### src/rtl/tdc_meas_ctrl_if.sv
// tdc_meas_ctrl_if: result FIFO read port between tdc_meas_ctrl and the SPI register block.
interface tdc_meas_ctrl_if;
  logic [25:0] res_data;
  logic res_valid;
  logic res_pop;
  modport master (output res_data, res_valid, input res_pop);
  modport slave (input res_data, res_valid, output res_pop);
endinterface

### src/rtl/tdc_meas_ctrl.sv
// tdc_meas_ctrl: sequences TDC measurements into a result FIFO with timeout recovery.
// Defining TDC_MEAS_STATS_EN adds min/max/error statistics outputs.
module tdc_meas_ctrl #(
  parameter int FIFO_DEPTH = 8,
  parameter int TIMEOUT_W = 16,
  parameter int CLEAR_CYCLES = 4
) (
  input  logic clk,
  input  logic rst_n,
  input  logic cmd_start,
  input  logic cmd_stop,
  input  logic [7:0] cfg_count,
  input  logic [TIMEOUT_W-1:0] cfg_timeout,
  output logic meas_arm,
  output logic tdc_clear,
  input  logic tdc_busy,
  input  logic [31:0] tdc_coarse,
  input  logic [8:0] tdc_fine,
  tdc_meas_ctrl_if.master res,
  output logic run_active,
  output logic [7:0] meas_done_cnt,
  output logic overflow_stall
`ifdef TDC_MEAS_STATS_EN
  ,
  output logic [24:0] stat_min,
  output logic [24:0] stat_max,
  output logic [7:0] stat_err_cnt
`endif
);
  localparam int AW = $clog2(FIFO_DEPTH);
  localparam int CW = $clog2(CLEAR_CYCLES + 1);
  localparam logic [25:0] ERR_ENTRY = {1'b1, 16'hFFFF, 9'h1FF};
  typedef enum logic [2:0] {IDLE, ARM, WAIT_BUSY, MEASURE, CAPTURE, CLEAR} state_t;
  state_t state;
  logic busy_m, busy_s;
  logic [TIMEOUT_W-1:0] tmo, timeout_r;
  logic [7:0] count_r, done_next;
  logic stop_l;
  logic [CW-1:0] clr_cnt;
  logic [25:0] entry;
  logic [25:0] mem [FIFO_DEPTH];
  logic [AW-1:0] wr_ptr, rd_ptr;
  logic [AW:0] fill;
  logic full, pop, can_push, push, run_end;
  logic [15:0] coarse_sat;
  always_ff @(posedge clk or negedge rst_n)
    if (!rst_n) {busy_s, busy_m} <= 2'b00;
    else {busy_s, busy_m} <= {busy_m, tdc_busy};
  always_comb begin
    coarse_sat = |tdc_coarse[31:16] ? 16'hFFFF : tdc_coarse[15:0];
    full = fill == (AW+1)'(FIFO_DEPTH);
    pop = res.res_pop && fill != '0;
    can_push = !full || pop;
    push = can_push && (state == CAPTURE || (state == CLEAR && clr_cnt == '0));
    done_next = meas_done_cnt + 8'd1;
    run_end = (count_r != 8'd0 && done_next == count_r) || stop_l || cmd_stop;
  end
  assign res.res_valid = fill != '0;
  assign res.res_data = res.res_valid ? mem[rd_ptr] : '0;
  assign run_active = state != IDLE;
  assign overflow_stall = state == CAPTURE && full;
  always_ff @(posedge clk or negedge rst_n)
    if (!rst_n) begin
      wr_ptr <= '0;
      rd_ptr <= '0;
      fill <= '0;
    end else begin
      if (push) wr_ptr <= wr_ptr + 1'b1;
      if (pop) rd_ptr <= rd_ptr + 1'b1;
      fill <= fill + (AW+1)'(push) - (AW+1)'(pop);
    end
  always_ff @(posedge clk)
    if (push) mem[wr_ptr] <= entry;
  always_ff @(posedge clk or negedge rst_n)
    if (!rst_n) begin
      state <= IDLE;
      meas_arm <= 1'b0;
      tdc_clear <= 1'b0;
      tmo <= '0;
      timeout_r <= '0;
      count_r <= '0;
      stop_l <= 1'b0;
      clr_cnt <= '0;
      entry <= '0;
      meas_done_cnt <= '0;
    end else begin
      case (state)
        IDLE:
          if (cmd_start && !cmd_stop) begin
            state <= ARM;
            meas_done_cnt <= '0;
            count_r <= cfg_count;
            timeout_r <= cfg_timeout;
            stop_l <= 1'b0;
          end
        ARM:
          if (cmd_stop) state <= IDLE;
          else begin
            state <= WAIT_BUSY;
            meas_arm <= 1'b1;
            tmo <= timeout_r;
          end
        WAIT_BUSY:
          if (cmd_stop) begin
            state <= IDLE;
            meas_arm <= 1'b0;
          end else if (busy_s) begin
            state <= MEASURE;
            meas_arm <= 1'b0;
            tmo <= timeout_r;
          end else if (tmo == '0) begin
            state <= CLEAR;
            meas_arm <= 1'b0;
            tdc_clear <= 1'b1;
            clr_cnt <= CW'(CLEAR_CYCLES - 1);
            entry <= ERR_ENTRY;
          end else tmo <= tmo - 1'b1;
        MEASURE: begin
          stop_l <= stop_l | cmd_stop;
          if (!busy_s) begin
            state <= CAPTURE;
            entry <= {1'b0, coarse_sat, tdc_fine};
          end else if (tmo == '0) begin
            state <= CLEAR;
            tdc_clear <= 1'b1;
            clr_cnt <= CW'(CLEAR_CYCLES - 1);
            entry <= ERR_ENTRY;
          end else tmo <= tmo - 1'b1;
        end
        CAPTURE: begin
          stop_l <= stop_l | cmd_stop;
          if (push) begin
            meas_done_cnt <= done_next;
            state <= run_end ? IDLE : ARM;
          end
        end
        CLEAR: begin
          stop_l <= stop_l | cmd_stop;
          if (clr_cnt != '0) clr_cnt <= clr_cnt - 1'b1;
          else tdc_clear <= 1'b0;
          if (push) begin
            meas_done_cnt <= done_next;
            state <= run_end ? IDLE : ARM;
          end
        end
        default: state <= IDLE;
      endcase
    end
`ifdef TDC_MEAS_STATS_EN
  always_ff @(posedge clk or negedge rst_n)
    if (!rst_n) begin
      stat_min <= '1;
      stat_max <= '0;
      stat_err_cnt <= '0;
    end else if (state == IDLE && cmd_start) begin
      stat_min <= '1;
      stat_max <= '0;
      stat_err_cnt <= '0;
    end else if (push) begin
      if (entry[25]) stat_err_cnt <= stat_err_cnt + {7'd0, stat_err_cnt != 8'hFF};
      else begin
        if (entry[24:0] < stat_min) stat_min <= entry[24:0];
        if (entry[24:0] > stat_max) stat_max <= entry[24:0];
      end
    end
`endif
endmodule
### src/flat_wrapper.sv
// flat-port wrapper written by rule: the top's interface ports become plain ports
module tdc_meas_ctrl_flat 
#(
  parameter int FIFO_DEPTH = 8,
  parameter int TIMEOUT_W = 16,
  parameter int CLEAR_CYCLES = 4
)
  (clk, rst_n, cmd_start, cmd_stop, cfg_count, cfg_timeout, meas_arm, tdc_clear, tdc_busy, tdc_coarse, tdc_fine, run_active, meas_done_cnt, overflow_stall, res_res_data, res_res_valid, res_res_pop);
  tdc_meas_ctrl_if res_i ();
  input  logic clk;
  input  logic rst_n;
  input  logic cmd_start;
  input  logic cmd_stop;
  input  logic [7:0] cfg_count;
  input  logic [TIMEOUT_W-1:0] cfg_timeout;
  output logic meas_arm;
  output logic tdc_clear;
  input  logic tdc_busy;
  input  logic [31:0] tdc_coarse;
  input  logic [8:0] tdc_fine;
  output logic run_active;
  output logic [7:0] meas_done_cnt;
  output logic overflow_stall;
  output wire logic [$bits(res_i.res_data)-1:0] res_res_data;
  output wire logic [$bits(res_i.res_valid)-1:0] res_res_valid;
  input wire logic [$bits(res_i.res_pop)-1:0] res_res_pop;
  assign res_res_data = res_i.res_data;
  assign res_res_valid = res_i.res_valid;
  assign res_i.res_pop = res_res_pop;
  tdc_meas_ctrl #(.FIFO_DEPTH(FIFO_DEPTH), .TIMEOUT_W(TIMEOUT_W), .CLEAR_CYCLES(CLEAR_CYCLES)) u_core (.clk(clk), .rst_n(rst_n), .cmd_start(cmd_start), .cmd_stop(cmd_stop), .cfg_count(cfg_count), .cfg_timeout(cfg_timeout), .meas_arm(meas_arm), .tdc_clear(tdc_clear), .tdc_busy(tdc_busy), .tdc_coarse(tdc_coarse), .tdc_fine(tdc_fine), .res(res_i), .run_active(run_active), .meas_done_cnt(meas_done_cnt), .overflow_stall(overflow_stall));
endmodule
### config.mk
export PLATFORM = sky130hd
export DESIGN_NAME = tdc_meas_ctrl_flat
export DESIGN_NICKNAME = d
export VERILOG_FILES = /design/src/rtl/tdc_meas_ctrl_if.sv /design/src/rtl/tdc_meas_ctrl.sv /design/src/flat_wrapper.sv
export SDC_FILE = /design/constraint.sdc
export NUM_CORES = 1
export LEC_CHECK = 0
export ABC_AREA = 0
export BUFFER_PORTS_ARGS = -buffer_cell sky130_fd_sc_hd__buf_2
export CAP_MARGIN = 40
export CORE_ASPECT_RATIO = 0.7
export CORE_MARGIN = 2
export CORE_UTILIZATION = 40
export DETAILED_ROUTE_END_ITERATION = 10
export PLACE_DENSITY_LB_ADDON = 0.08
export SYNTH_ARGS = -nofsm -noshare
export SYNTH_HDL_FRONTEND = slang
export SYNTH_SLANG_ARGS = --single-unit
### constraint.sdc
create_clock -name clk -period 10.8 [get_ports clk]
set_input_delay 1.08 -clock clk [delete_from_list [all_inputs] [get_ports clk]]
set_output_delay 1.08 -clock clk [all_outputs]
set_load 0.1 [all_outputs]
==> impl_metrics.toml, run 1 <==
[critical_path]
timing.critical_path.arrival_ns = 3.18
start_to_end_type_of_the_worst_setup_path = "flop to primary output"
path_max_fanout = 34
critPathBufInv = 2
max_stage_delay_on_crit_path_ns = 0.72
crit_family = "buffers and inverters"
cp_cell_sequence = "buf_4 -> mux4_2 -> mux2i_1 -> nor2_1 -> buf_2"
setup.worst_path.start_class = "flop"
crit_slowest_cell = "sky130_fd_sc_hd__dfrtp_4"
critical_path_required_ns = 9.72
critical_path.endpoint_type = "primary output"
ff2ff_setup_slack_ns = 7.62

[clocking]
cts.root.buffer_cell = "sky130_fd_sc_hd__clkbuf_16"
clk_pin_slew_worst_paths_ns = 0.06
cts_tree = "yes"
number_of_levels_in_the_clock_h_tree = 1
post-cts-setup-buffers = 0
post_cts_hold_buffer_count = 0
tritoncts_buffers = 29
clkLatencyLatePin_ns = 0.57
cts_repair_resize_count = 0
numClockSinks = 303
clk_path_buf_depth = 3

[sta]
final_number_of_hold_violating_endpoints = 0
setup_tns_final_ns = 0
worstMarginPinSlew_ns = 0.891
finalSetupViolCount = 0
fin_crit_sh_pct = 39.5
finalWorstPathRequiredPeriod_ns = 4.26
number_of_pins_exceeding_their_max_slew_limit_in_the_final_report = 0
skew_ns = 0.0213
setup_repair_after_global_routing_missed_its_margin = "no"
relSlewSlack_pct = 40.5
timing_limited_maximum_frequency_mhz = 235

[power]
power.density_cell_area_nw_per_um2 = 313
leakage_power_nw = 5.35
max-vdd-ir-drop_v = 0.000185

[finish]
final_net_count = 995
num_antenna_cells = 0
layout_commonest_cell = "sky130_fd_sc_hd__edfxtp_1"
mostFrequentLayoutCells = "208 x sky130_fd_sc_hd__edfxtp_1, 108 x sky130_fd_sc_hd__buf_2, 92 x sky130_fd_sc_hd__dfrtp_1"
fillCellCount = 2775
area_delta_synth_final_pct = 16.3
layout-drive-gt1-share_pct = 28.2
final_cell_area_um2 = 14800

[place]
placement.cell_area_um2 = 13800
place_hpwl_um = 17500
numPortBuffers = 109
weighted_congestion_at_the_end_of_routability_driven_global_placement = 0.791

[detailed_routing]
via_per_inst = 5.40
route.antenna.remaining_nets = 0
wl_per_cell_um = 20.9
drt_drc_violations_left = 0
wl_um = 28300
drt_iter0_drc = 527
firstDrtPassIters = 8
num_vias = 7306

[global_routing]
global_route_wire_length_before_repair_um = 44500
grt_start_max_net_pins = 53
grt_usage_pct = 17.4
sum_of_overflow_across_all_layers_after_global_routing = 0
grt_antenna_before_repair = 0
first_global_vias = 7657

[synth]
yosysTopAreaCellShare_pct = 49.1
leading_register_cell_type_out_of_synthesis = "sky130_fd_sc_hd__edfxtp_1"
seq_area_frac_synth_pct = 67.8
async_reset_ff_share_pct = 31.4
syn_area_um2 = 12700
synth.area.top_cells = "sky130_fd_sc_hd__edfxtp_1 49%, sky130_fd_sc_hd__dfrtp_1 19%, sky130_fd_sc_hd__mux4_2 9.2%, sky130_fd_sc_hd__mux2_2 2.2%, sky130_fd_sc_hd__mux2i_1 2.2%"
netlist-cell-type-count = 62
synth-seq-cells = 303
post_synth_inst_count = 796
postSynthAreaPerCell_um2 = 16.0
synth_enable_flop_cells = 208
yosys_warnings = 0
syn-num-nets = 881
synth.largest_area_cell = "sky130_fd_sc_hd__edfxtp_1"

[die]
die_h_um = 153
design.portCount = 110
die_w_um = 217
core_area_um2 = 31200
placementRows = 54
dieArea_um2 = 33300
starting_density_of_the_core_pct = 40.7

[min_path]
hold_path.class = "flop to flop"

[flow_run]
max_cap_viol_count = 0

[run_status]
outcome = "complete, no violations"
-- stage by stage --
step                utilization [%]  setup slack (ns)  power, mW  instances  hold slack [ns]
floorplan                         -              6.81       3.23        796            0.331
global placement               43.9              7.02       3.58       1294            0.351
detailed placement             44.2              7.03       3.63       1298            0.374
CTS                            47.3              6.40       4.69       1351            0.384
global route                   47.4              6.28       4.87       1352            0.384
finish                         47.4              6.54       4.63       1352            0.374
-- flip-flops by register name, indices dropped and copies added, names as in the netlist, 3 cells and up --
| name | count |
|---|---|
| u_core.mem | 208 |
| u_core.entry | 26 |
| u_core.timeout_r | 16 |
| u_core.tmo | 16 |
| u_core.count_r | 8 |
| u_core.meas_done_cnt | 8 |
| u_core.fill | 4 |
| u_core.clr_cnt | 3 |
| u_core.rd_ptr | 3 |
| u_core.state | 3 |
| u_core.wr_ptr | 3 |
-- cell usage after synthesis (all sizes together), types with 4 or more instances --
cell type / number
nor2: 54
mux2: 25
nand2: 30
mux2i: 28
clkbuf: 23
and2: 5
dfrtp: 95
xor2: 5
o21ai: 24
edfxtp: 208
buf: 21
nand2b: 13
nand3: 15
inv: 19
o22a: 31
o22ai: 5
nor3: 15
mux4: 52
nand4: 5
nor3b: 4
nor2b: 8
o21a: 5
ha: 13
a21oi: 22
xnor2: 11
nor4: 7
a31oi: 7
or3: 4
-- cells by family (layout without fill, tap and decap cells) --
kind of cell | Yosys count | count (layout) | share of synthesized area (%)
AOI/OAI and AO/OA | 121 | 121 | 6.77
xor gates and xnor gates | 16 | 16 | 1.10
adders and majority gates | 14 | 14 | 1.44
buffers and inverters | 64 | 200 | 2.27
DFF | 303 | 303 | 67.8
muxes | 105 | 105 | 13.6
and+or+nand+nor | 173 | 173 | 6.97
-- where the power goes --
group	switching (mW)	internal (mW)	leakage, nW
clock network	0.432	0.613	0.479
registers	0.277	1.54	2.93
logic	1.21	0.568	1.94
-- layout make-up --
cell class	instances	area (um2)	area share (%)
timing repair buffer	127	751	5.08
clock inverter	20	234	1.58
multi-input combinational	429	3830	25.9
sequential	303	8630	58.4
tap	420	526	3.55
inverter	20	75.1	0.508
clock buffer	33	741	5.01
-- worst paths after layout --
| path | cells past startpoint | start | to |
|---|---|---|---|
| max in group asynchronous | 3 | rst_n | u_core.count_r[0] |
| min reg2reg | 0 | u_core.busy_m | u_core.busy_s |
| max | 5 | u_core.rd_ptr[0] | res_res_data[13] |
| min in group asynchronous | 1 | rst_n | u_core.entry[8] |
| min | 0 | u_core.busy_m | u_core.busy_s |
| max reg2reg | 8 | u_core.fill[2] | u_core.mem[4][22] |
-- per-layer routing --
layer  GRT usage, %  vias to the layer above  routed length (um)
li1               -                     3316                   -
met1           25.3                     3793               13700
met2           28.1                      168               13100
met3           2.77                       29                1050
met4           3.49                        0                 451
met5              0                        -                   0
Note: power is estimated with default switching activity, not from simulation.
==> run 2, diff against run 1 <==
==> constraint.sdc (replaced) <==
create_clock -name clk -period 3.5 [get_ports clk]
set_input_delay 0.35 -clock clk [delete_from_list [all_inputs] [get_ports clk]]
set_output_delay 0.35 -clock clk [all_outputs]
set_load 0.1 [all_outputs]
==> impl_metrics.toml, run 2 (synthesis gave the netlist of run 1 again) <==
[run_status]
outcome = "complete, no violations"

[critical_path]
start_to_end_type_of_the_worst_setup_path = "flop to primary output"
timing.critical_path.arrival_ns = 2.71
path_max_fanout = 18
setup.worst_path.start_class = "flop"
critical_path.endpoint_type = "primary output"
critical_path_required_ns = 3.15

[finish]
layout_commonest_cell = "sky130_fd_sc_hd__edfxtp_1"
num_antenna_cells = 0
largest_register_ff_count = 208
layout-drive-gt1-share_pct = 27.7
largest-register = "u_core.mem"
mostFrequentLayoutCells = "208 x sky130_fd_sc_hd__edfxtp_1, 108 x sky130_fd_sc_hd__buf_2, 93 x sky130_fd_sc_hd__dfrtp_1"
largest_registers = "u_core.mem x208, u_core.entry x26"
area_delta_synth_final_pct = 19.7
post_layout_nonfiller_instances = 1401
final_net_count = 1042

[detailed_routing]
drt_iter0_drc = 592
via_per_inst = 5.33
wl_um = 28500
top_signal_layer_used = "met4"
wl_per_cell_um = 20.3
drt_drc_violations_left = 0
route.antenna.remaining_nets = 0
met2_wirelength_um = 13000
num_vias = 7473
routedLengthMet1_um = 13800
firstDrtPassIters = 5
met3_length_um = 1260

[place]
post-place-cells = 1308
weighted_congestion_at_the_end_of_routability_driven_global_placement = 0.795
place_hpwl_um = 17800
pre_cts_slack_ns = 0.706
numPortBuffers = 109

[clocking]
numClockSinks = 303
cts_repair_resize_count = 0
number_of_levels_in_the_clock_h_tree = 1
tritoncts_buffers = 30
cts_tree = "yes"
clk_pin_slew_worst_paths_ns = 0.06
post-cts-setup-buffers = 0
clkLatencyLatePin_ns = 0.57
clk_path_buf_depth = 3
cts.root.buffer_cell = "sky130_fd_sc_hd__clkbuf_16"
post_cts_hold_buffer_count = 37

[sta]
relSlewSlack_pct = 44.2
skew_ns = 0.0152
finalSetupViolCount = 0
number_of_pins_exceeding_their_max_slew_limit_in_the_final_report = 0
least_setup_slack_across_all_paths_after_layout_ns = 0.440
timing_limited_maximum_frequency_mhz = 327
finalWorstPathRequiredPeriod_ns = 3.06
setup_repair_after_global_routing_missed_its_margin = "no"
final_number_of_hold_violating_endpoints = 0
fin_crit_sh_pct = 87.4
worstMarginPinSlew_ns = 0.837
setup_tns_final_ns = 0

[die]
starting_density_of_the_core_pct = 40.7
core_area_um2 = 31200
dieArea_um2 = 33300
die_w_um = 217
placementRows = 54
die_h_um = 153
design.portCount = 110

[global_routing]
first_global_vias = 7752
sum_of_overflow_across_all_layers_after_global_routing = 0
grt_start_max_net_pins = 47
global_route_wire_length_before_repair_um = 45200
grt_antenna_before_repair = 0
grt_usage_pct = 17.6

[power]
power.density_cell_area_nw_per_um2 = 947
max-vdd-ir-drop_v = 0.000686
leakage_power_nw = 5.55

[flow_run]
max_cap_viol_count = 0

[min_path]
hold_path.class = "input port to flop"
-- run 2: worst max-delay path: stages (launching register included) --
cell                      delay, ns
sky130_fd_sc_hd__dfrtp_4       0.67
sky130_fd_sc_hd__buf_4         0.33
sky130_fd_sc_hd__mux4_2        0.52
sky130_fd_sc_hd__mux2i_1       0.25
sky130_fd_sc_hd__nor2_1        0.07
sky130_fd_sc_hd__buf_2         0.30
-- run 2: worst paths after layout --
check	startpoint	to	slack (ns)	depth (start not counted)
max in group asynchronous	rst_n	u_core.count_r[7]	2.25	3
worst max-delay path	u_core.rd_ptr[0]	res_res_data[16]	0.44	5
worst min register to register	u_core.busy_m	u_core.busy_s	0.35	0
worst max register to register	u_core.fill[2]	u_core.mem[7][25]	0.71	8
worst min-delay path	tdc_fine[1]	u_core.entry[1]	0.01	2
min in group asynchronous	rst_n	u_core.entry[7]	0.37	2
-- run 2: final cells by class --
type                       instances  area, um2
fill                            2716      16000
sequential                       303       8630
clock inverter                    18        199
clock buffer                      38        791
tap                              420        526
timing repair buffer             173       1160
inverter                          20       75.1
multi-input combinational        429       3840
-- run 2: routing by layer --
metal  up-vias  GRT usage [%]
met5         -              0
met4         0           3.26
met3        29           3.10
met2       174           27.2
met1      3853           26.4
li1       3417              -
-- run 2: stage by stage --
stage	power (mW)	instance area, um2	util [%]	hold WS (ns)
after floorplan	9.97	12700	-	0.0544
after global placement	11.1	13800	44.3	0.336
after detailed placement	11.3	13900	44.4	0.339
after CTS	14.6	15200	48.8	0.000584
after global routing	15.2	15200	48.8	0.00323
final	14.4	15200	48.8	0.0144
-- run 2: report_power, final --
part | leakage, nW | internal (mW) | switching (mW)
sequential | 2.93 | 4.74 | 0.814
combinational | 2.13 | 1.82 | 3.80
clock | 0.485 | 1.89 | 1.35
total | 5.55 | 8.45 | 5.96
==> run 3, diff against run 2 <==
--- a/config.mk
+++ b/config.mk
@@ -9,7 +9,7 @@
 export BUFFER_PORTS_ARGS = -buffer_cell sky130_fd_sc_hd__buf_2
 export CAP_MARGIN = 40
 export CORE_ASPECT_RATIO = 0.7
-export CORE_MARGIN = 2
+export CORE_MARGIN = 5
 export CORE_UTILIZATION = 40
 export DETAILED_ROUTE_END_ITERATION = 10
 export PLACE_DENSITY_LB_ADDON = 0.08
==> impl_metrics.toml, run 3 (synthesis gave the netlist of run 1 again) <==
[run_status]
outcome = "complete, no violations"

[clocking]
tritoncts_buffers = 31
number_of_levels_in_the_clock_h_tree = 1
post-cts-setup-buffers = 0
post_cts_hold_buffer_count = 30
numClockSinks = 303
clkLatencyLatePin_ns = 0.56
clk_path_buf_depth = 3
cts.root.buffer_cell = "sky130_fd_sc_hd__clkbuf_16"
clk_pin_slew_worst_paths_ns = 0.06
cts_tree = "yes"
cts_repair_resize_count = 0

[flow_run]
max_cap_viol_count = 0

[sta]
fin_crit_sh_pct = 91.5
timing.hold.ws_ns = 0.0274
least_setup_slack_across_all_paths_after_layout_ns = 0.296
timing_limited_maximum_frequency_mhz = 312
relSlewSlack_pct = 42.9
number_of_pins_exceeding_their_max_slew_limit_in_the_final_report = 0
finalWorstPathRequiredPeriod_ns = 3.20
final_number_of_hold_violating_endpoints = 0
setup_tns_final_ns = 0
worstMarginPinSlew_ns = 0.857
skew_ns = 0.0124
finalSetupViolCount = 0
setup_repair_after_global_routing_missed_its_margin = "no"

[detailed_routing]
wl_per_cell_um = 21.6
drt_iter0_drc = 727
wl_um = 30000
firstDrtPassIters = 6
route.antenna.remaining_nets = 0
num_vias = 7497
via_per_inst = 5.40
drt_drc_violations_left = 0

[finish]
largest_register_ff_count = 208
mostFrequentLayoutCells = "208 x sky130_fd_sc_hd__edfxtp_1, 108 x sky130_fd_sc_hd__buf_2, 93 x sky130_fd_sc_hd__dfrtp_1"
layout_commonest_cell = "sky130_fd_sc_hd__edfxtp_1"
final_cell_utilization_of_the_core_pct = 48.5
final_net_count = 1029
area_delta_synth_final_pct = 19.2
final_cell_area_um2 = 15200
largest_registers = "u_core.mem x208, u_core.entry x26"
num_antenna_cells = 0
layout-drive-gt1-share_pct = 27.5
largest-register = "u_core.mem"
fillCellCount = 2647

[power]
power.density_cell_area_nw_per_um2 = 966
comb_power_share_pct = 38.1
leakage_power_nw = 5.51
internal_power_mw = 8.54
power.share.sequential_pct = 39.3
power_share_of_the_clock_group_pct = 22.6
max-vdd-ir-drop_v = 0.000819
switching_power_mw = 6.11
netSwitchingFraction_pct = 41.7

[die]
placementRows = 54
die_w_um = 223
design.portCount = 110
core_area_um2 = 31300
starting_density_of_the_core_pct = 40.6
die_h_um = 159
dieArea_um2 = 35500

[min_path]
holdPathEnd = "u_core.count_r[0]"
hold_path.class = "input port to flop"
hold_path.startpoint = "cfg_count[0]"
whs_path_depth = 2

[critical_path]
max_stage_delay_on_crit_path_ns = 0.78
reg2regPathDepth = 8
crit_slowest_cell = "sky130_fd_sc_hd__dfrtp_4"
crit-reg2reg-capture = "u_core.mem[5][14]"
worstSetupStartpoint = "u_core.rd_ptr[0]"
cp_cell_sequence = "buf_12 -> mux4_2 -> mux2i_1 -> nor2_1 -> buf_2"
critical_path.endpoint_type = "primary output"
crit_family = "multiplexers"
start_to_end_type_of_the_worst_setup_path = "flop to primary output"
path_max_fanout = 29
ff2ff_setup_slack_ns = 0.47
worst_r2r_startpoint = "u_core.fill[2]"
timing.critical_path.arrival_ns = 2.85
critical_path_required_ns = 3.15
critPathBufInv = 2
setup.worst_path.start_class = "flop"

[place]
pre_cts_slack_ns = 0.464
weighted_congestion_at_the_end_of_routability_driven_global_placement = 0.817
placement.cell_area_um2 = 13800
numPortBuffers = 109
place_hpwl_um = 19900

[global_routing]
sum_of_overflow_across_all_layers_after_global_routing = 0
grt_start_max_net_pins = 42
grt_usage_pct = 17.0
global_route_wire_length_before_repair_um = 47800
first_global_vias = 8126
grt_antenna_before_repair = 0
[run 3: routing by layer]
layer / global-route usage (%) / part of all wire, % / up-vias
met3: 3.46 / 5.9 / 29
li1: - / - / 3398
met4: 2.59 / 1.3 / 0
met5: 0 / 0 / -
met2: 26.2 / 45 / 229
met1: 25.7 / 48 / 3841
[run 3: per-stage QoR]
stage,instances,power (mW)
after floorplan,796,9.97
after global placement,1299,11.3
after detailed placement,1301,11.4
after CTS,1389,14.8
after global routing,1389,15.4
final,1389,14.6
[run 3: worst max-delay path by stage]
stage               slack (ns)           endpoint  depth (start not counted)
global route              0.08   res_res_data[24]                          5
floorplan                 0.52     u_core.fill[2]                         13
CTS                       0.18   res_res_data[24]                          5
global placement          0.54  u_core.mem[5][23]                          8
detailed placement        0.46  u_core.mem[5][21]                          8
finish                    0.30   res_res_data[24]                          5
[run 3: final cells by class]
cell class	count	area (um2)	share of cell area (%)
Sequential cell	303	8630	56.9
Clock inverter	19	220	1.45
Tap cell	420	526	3.47
Multi-Input combinational cell	429	3840	25.3
Inverter	20	75.1	0.495
Clock buffer	39	806	5.32
Timing Repair Buffer	159	1060	7.02
[run 3: power by group through the flow]
stage | combinational (mW) | clock, mW | sequential, mW
3_3_place_gp | 5.50 | 0 | 5.78
6_report | 5.58 | 3.31 | 5.76
5_1_grt | 5.95 | 3.59 | 5.89
2_1_floorplan | 4.60 | 0 | 5.37
3_5_place_dp | 5.61 | 0 | 5.84
4_1_cts | 5.65 | 3.41 | 5.77
